**config.mk**
```make
export PLATFORM = sky130hd
export DESIGN_NAME = cpu_input_conditioner
export DESIGN_NICKNAME = d
export VERILOG_FILES = /design/src/rtl/cpu_input_conditioner_pkg.sv /design/src/rtl/cpu_debounce_bit.sv /design/src/rtl/cpu_input_conditioner.sv
export SDC_FILE = /design/constraint.sdc
export NUM_CORES = 1
export LEC_CHECK = 0
export ABC_AREA = 1
export CAP_MARGIN = 40
export CORE_MARGIN = 2
export CORE_UTILIZATION = 50
export CTS_CLUSTER_DIAMETER = 150
export DETAILED_ROUTE_END_ITERATION = 10
export PLACE_DENSITY = 0.72
export SKIP_CTS_REPAIR_TIMING = 1
export SYNTH_ARGS = -nofsm -noshare
export SYNTH_HDL_FRONTEND = slang
export SYNTH_SLANG_ARGS = --single-unit
```
**constraint.sdc**
```tcl
create_clock -name CLK50 -period 4.3 [get_ports CLK50]
set_clock_uncertainty 0.1 [all_clocks]
set_input_delay 0.43 -clock CLK50 [delete_from_list [all_inputs] [get_ports CLK50]]
set_output_delay 0.43 -clock CLK50 [all_outputs]
set_load 0.01 [all_outputs]
```
**src/rtl/cpu_input_conditioner_pkg.sv**
```systemverilog
// Shared CPU front-end constants: data width, clock rate and default debounce/repeat timing.
// Also used by the control FSM so the board timing lives in one place.
package cpu_input_conditioner_pkg;

   localparam int CPU_DATA_W = 4;
   localparam int CLK_HZ     = 50000000;

   // 10 ms debounce, 0.5 s to first repeat, 0.1 s between repeats
   localparam int DEF_SYNC_STAGES     = 2;
   localparam int DEF_DEBOUNCE_CYCLES = CLK_HZ / 100;
   localparam int DEF_REPEAT_DELAY    = CLK_HZ / 2;
   localparam int DEF_REPEAT_PERIOD   = CLK_HZ / 10;

   typedef logic [CPU_DATA_W-1:0] sw_t;

   function automatic int max_int(input int a, input int b);
      return (a > b) ? a : b;
   endfunction

endpackage

```
**src/rtl/cpu_debounce_bit.sv**
```systemverilog
// One raw input: SYNC_STAGES flop synchroniser, then a level must differ from the stable value
// for DEBOUNCE_CYCLES consecutive cycles before it is accepted. o_accept is high on the accepting edge.
module cpu_debounce_bit #(
   parameter int   SYNC_STAGES     = 2,
   parameter int   DEBOUNCE_CYCLES = 500000,
   parameter logic RESET_VAL       = 1'b0
) (
   input  logic i_clk,
   input  logic i_rst,
   input  logic i_raw,
   output logic o_stable,
   output logic o_accept
);

   localparam int             CW     = $clog2(DEBOUNCE_CYCLES);
   localparam logic [CW-1:0]  C_LAST = CW'(DEBOUNCE_CYCLES - 1);
   localparam logic [CW-1:0]  C_ONE  = CW'(1);

   logic [SYNC_STAGES-1:0] r_sync;
   logic                   r_stable;
   logic [CW-1:0]          r_cnt;
   logic                   w_sync;
   logic                   w_diff;

   assign w_sync   = r_sync[SYNC_STAGES-1];
   assign w_diff   = w_sync ^ r_stable;
   assign o_accept = w_diff && (r_cnt == C_LAST);
   assign o_stable = r_stable;

   // Any bounce back to the stable level restarts the count from zero.
   always_ff @(posedge i_clk) begin
      if (i_rst) begin
         r_sync   <= {SYNC_STAGES{RESET_VAL}};
         r_stable <= RESET_VAL;
         r_cnt    <= '0;
      end else begin
         r_sync <= {r_sync[SYNC_STAGES-2:0], i_raw};
         if (!w_diff) begin
            r_cnt <= '0;
         end else if (o_accept) begin
            r_stable <= w_sync;
            r_cnt    <= '0;
         end else begin
            r_cnt <= r_cnt + C_ONE;
         end
      end
   end

endmodule

```
**src/rtl/cpu_input_conditioner.sv**
```systemverilog
// Debounces SW[3:0] and the active-low step key for the 4-bit CPU; produces change/step strobes.
// Optional auto-repeat of step_pulse while the key is held: define CPU_INPUT_AUTOREPEAT_EN.
module cpu_input_conditioner
   import cpu_input_conditioner_pkg::*;
#(
   parameter int SYNC_STAGES     = DEF_SYNC_STAGES,
   parameter int DEBOUNCE_CYCLES = DEF_DEBOUNCE_CYCLES,
   parameter int REPEAT_DELAY    = DEF_REPEAT_DELAY,
   parameter int REPEAT_PERIOD   = DEF_REPEAT_PERIOD
) (
   input  logic                  CLK50,
   input  logic                  RESET,
   input  logic [CPU_DATA_W-1:0] SW_RAW,
   input  logic                  KEY_STEP_N,
   output logic [CPU_DATA_W-1:0] sw_clean,
   output logic                  sw_changed,
   output logic                  step_level,
   output logic                  step_pulse
);

   sw_t  w_sw_stable;
   sw_t  w_sw_accept;
   logic w_key_stable;
   logic w_key_accept;
   logic w_press;
   logic w_pulse_next;
   logic r_sw_changed;
   logic r_step_pulse;

   for (genvar g = 0; g < CPU_DATA_W; g++) begin : g_sw
      cpu_debounce_bit #(
         .SYNC_STAGES     (SYNC_STAGES),
         .DEBOUNCE_CYCLES (DEBOUNCE_CYCLES),
         .RESET_VAL       (1'b0)
      ) u_sw (
         .i_clk    (CLK50),
         .i_rst    (RESET),
         .i_raw    (SW_RAW[g]),
         .o_stable (w_sw_stable[g]),
         .o_accept (w_sw_accept[g])
      );
   end

   cpu_debounce_bit #(
      .SYNC_STAGES     (SYNC_STAGES),
      .DEBOUNCE_CYCLES (DEBOUNCE_CYCLES),
      .RESET_VAL       (1'b1)
   ) u_key (
      .i_clk    (CLK50),
      .i_rst    (RESET),
      .i_raw    (KEY_STEP_N),
      .o_stable (w_key_stable),
      .o_accept (w_key_accept)
   );

   // Accepting while still released means the key is going down.
   assign w_press = w_key_accept & w_key_stable;

`ifdef CPU_INPUT_AUTOREPEAT_EN
   localparam int            RW      = $clog2(max_int(REPEAT_DELAY, REPEAT_PERIOD) + 1);
   localparam logic [RW-1:0] C_DELAY = RW'(REPEAT_DELAY - 1);
   localparam logic [RW-1:0] C_PER   = RW'(REPEAT_PERIOD - 1);
   localparam logic [RW-1:0] C_RONE  = RW'(1);

   logic [RW-1:0] r_rep_cnt;
   logic          r_rep_armed;
   logic          w_rep_fire;

   assign w_rep_fire = step_level && !w_key_accept &&
                       (r_rep_cnt == (r_rep_armed ? C_PER : C_DELAY));

   always_ff @(posedge CLK50) begin
      if (RESET || !step_level || w_key_accept) begin
         r_rep_cnt   <= '0;
         r_rep_armed <= 1'b0;
      end else if (w_rep_fire) begin
         r_rep_cnt   <= '0;
         r_rep_armed <= 1'b1;
      end else begin
         r_rep_cnt <= r_rep_cnt + C_RONE;
      end
   end

   assign w_pulse_next = w_press | w_rep_fire;
`else
   assign w_pulse_next = w_press;
`endif

   always_ff @(posedge CLK50) begin
      if (RESET) begin
         r_sw_changed <= 1'b0;
         r_step_pulse <= 1'b0;
      end else begin
         r_sw_changed <= |w_sw_accept;
         r_step_pulse <= w_pulse_next;
      end
   end

   assign sw_clean   = w_sw_stable;
   assign sw_changed = r_sw_changed;
   assign step_level = ~w_key_stable;
   assign step_pulse = r_step_pulse;

endmodule

```
==> qor.yml <==
pin_count: 14
outcome: "complete, no violations"
diodes: 0
finalSetupTns_ns: 0
slew_headroom_pct: 63.8
grt_overflow: 0
cts_buffers: 9
layout_worst_path_cycle_share_pct: 45.2
h-tree-depth: 3
gp_congestion: 0.896
ys_async_sr_fraction_pct: 0
fmax_mhz: 515
crit_type: "reg -> reg"
wl_per_cell_um: 10.6
rsz0062_at_grt: "false"
cts_root_buf: "clkbuf_8"
tightest_slew_ns: 0.541
placementRows: 38
antenna_found_initial: 0
drive_above_1_share_pct: 6.93
synth.distinct_cells: 25
hp-start: "g_sw[3].u_sw.r_sync[0]$_SDFF_PP0_"
synth_nets: 816
vdd_ir_drop_max_v: 0.000152
synth.largest_area_cell: "dfxtp_1"
grt_max_degree: 20
r2r_slack_ns: 2.36
synth-warning-count: 0
drt-initial-drc-count: 207
cp.arrival_ns: 2.14
syn_area_um2: 5510
hold_violations: 0
path_cells: "ha_1 -> nand3_2 -> nor2_1 -> nand3_1 -> nand2_2 -> inv_1 -> nand2_1 -> inv_1"
drtAntennaViolNets: 0
mostFrequentLayoutCell: "nand2_1"
synth.yosys.seq_area_share_pct: 40.7
r2r-start: "u_key.r_cnt[0]$_SDFF_PP0_"
startpoint: "u_key.r_cnt[0]$_SDFF_PP0_"
core_area_um2: 10800
gr-usage-all-layers_pct: 18.9
grt_pass1_wl_um: 18200
end_kind: "register"
setup_viol: 0
path_clk_slew_ns: 0.10
cp_max_fo: 18
die_w_um: 109
cts_sinks: 112
viasPerCell: 4.86
port-buffer-count: 13
synth_edf_count: 0
r2r-end: "u_key.r_cnt[16]$_SDFF_PP0_"
clock_path_buffers: 2
remaining_drc_errors: 0
synth_area_leaders: "dfxtp_1, nand2_1, nor2_1"
synth_seq_cells: 112
min_delay_path_depth: 2
first_global_vias: 4405
p_per_area_nw_per_um2: 291
drt_pre_antenna_iters: 5
nNetsFinal: 830
cts_tree: "built"
multi_input_area_um2: 2860
routed_wirelength_um: 10200
min_to: "g_sw[3].u_sw.r_sync[1]$_SDFF_PP0_"
hp-class: "reg -> reg"
cp_slowest_cell: "dfxtp_1"
synth_top_flop_cell: "dfxtp_1"
clk_latency_ns: 0.39
postSynthCellCount: 804
max_stage_delay_ns: 0.53
holdWs_ns: 0.309
min_period_ns: 1.94
num-fill-cells: 1034
yosysTopAreaCellShare_pct: 40.7
maxSlewViolCount: 0
cpMostUsedCell: "inv_1"
die_y_um: 109
synth.avg_cell_area_um2: 6.85
r2r_cells: 8
worst-endpoint-required_ns: 4.50
start_util_pct: 51.0
hpwl_um: 7630
critPathLaunchType: "register"
seq_area_um2: 2240
syn2layout_area_growth_pct: 7.65
final_cell_mix: "nand2_1, nor2_1, dfxtp_1"
cap_violations: 0
p_leak_uw: 0.00193
dr_total_vias: 4682
dieArea_um2: 11900
[through the flow]
stage               util [%]  total power [µW]  std cells  area (µm²)  worst slack [ns]
floorplan                  -              1090        804        5510              2.75
global placement        53.0              1090        947        5720              2.00
detailed placement      53.0              1100        947        5720              1.96
CTS                     55.0              1750        963        5930              2.35
global route            55.0              1790        963        5930              2.12
finish                  55.0              1730        963        5930              2.36
[routing by layer]
metal / vias to the layer above / part of all wire [%] / wire length (µm) / GRT usage (%)
li1: 2511 / - / - / -
met1: 2090 / 48 / 4920 / 23.6
met2: 64 / 46 / 4700 / 31.4
met3: 17 / 3.4 / 342 / 3.83
met4: 0 / 2.1 / 216 / 8.42
met5: - / 0 / 0 / 0
[power breakdown]
part	internal [µW]	switching (µW)
combinational	9.62	15.3
clock	306	350
sequential	1040	3.70
[synth_stat cells (4+ instances only)]
cell type and instances:
a21oi_1 31, buf_4 4, buf_6 5, dfxtp_1 112, ha_1 5, inv_1 83, nand2_1 201, nand2_2 8
nand3_1 35, nand3_2 9, nand3b_1 6, nand4_1 15, nor2_1 198, nor2_2 9, nor2_4 8, nor3_1 13
o21ai_0 7, or2_0 5, or2_2 5, xnor2_1 16, xor2_1 23
[flip-flops by register name, summed over array words and instances (netlist names)]
name,count
g_sw.u_sw.o_stable,4
u_key.r_cnt,19
step_pulse,1
g_sw.u_sw.r_sync,8
u_key.o_stable,1
g_sw.u_sw.r_cnt,76
u_key.r_sync,2
sw_changed,1
[cell families (layout without fill, tap and decap cells)]
logic type	Yosys count	count (layout)	synth area share [%]
buffers and inverters	94	113	7.36
AND/OR/NAND/NOR	515	515	41.0
AO/OA/AOI/OAI	39	39	3.59
flip-flops	112	112	40.7
adder cells (fa/ha/maj)	5	5	1.14
XOR/XNOR	39	39	6.20
[worst max-delay path by stage]
stage | end | slack [ns] | cells past startpoint
2_1_floorplan | u_key.r_cnt[0]$_SDFF_PP0_ | 2.75 | 7
3_3_place_gp | u_key.r_cnt[16]$_SDFF_PP0_ | 2.00 | 8
3_5_place_dp | u_key.r_cnt[16]$_SDFF_PP0_ | 1.96 | 8
4_1_cts | u_key.r_cnt[16]$_SDFF_PP0_ | 2.35 | 8
5_1_grt | u_key.r_cnt[16]$_SDFF_PP0_ | 2.12 | 8
6_report | u_key.r_cnt[16]$_SDFF_PP0_ | 2.36 | 8
[worst max-delay path, delay by kind of cell, from the launching register on]
kind / cells / cell delay [ns]
simple gates: 5 / 0.81
fa+ha+maj: 1 / 0.27
flops: 1 / 0.53
buf+inv: 2 / 0.14
[final cells by class]
| class | instances | share of cell area [%] |
|---|---|---|
| clock inverters | 3 | 0.802 |
| repair buffers | 13 | 2.19 |
| flip-flops and latches | 112 | 37.8 |
| multi-input cells | 598 | 48.2 |
| inverters | 84 | 5.32 |
| clock buffers | 13 | 2.68 |
| well taps | 140 | 2.95 |
No activity file was read; power rests on OpenSTA's default activity.
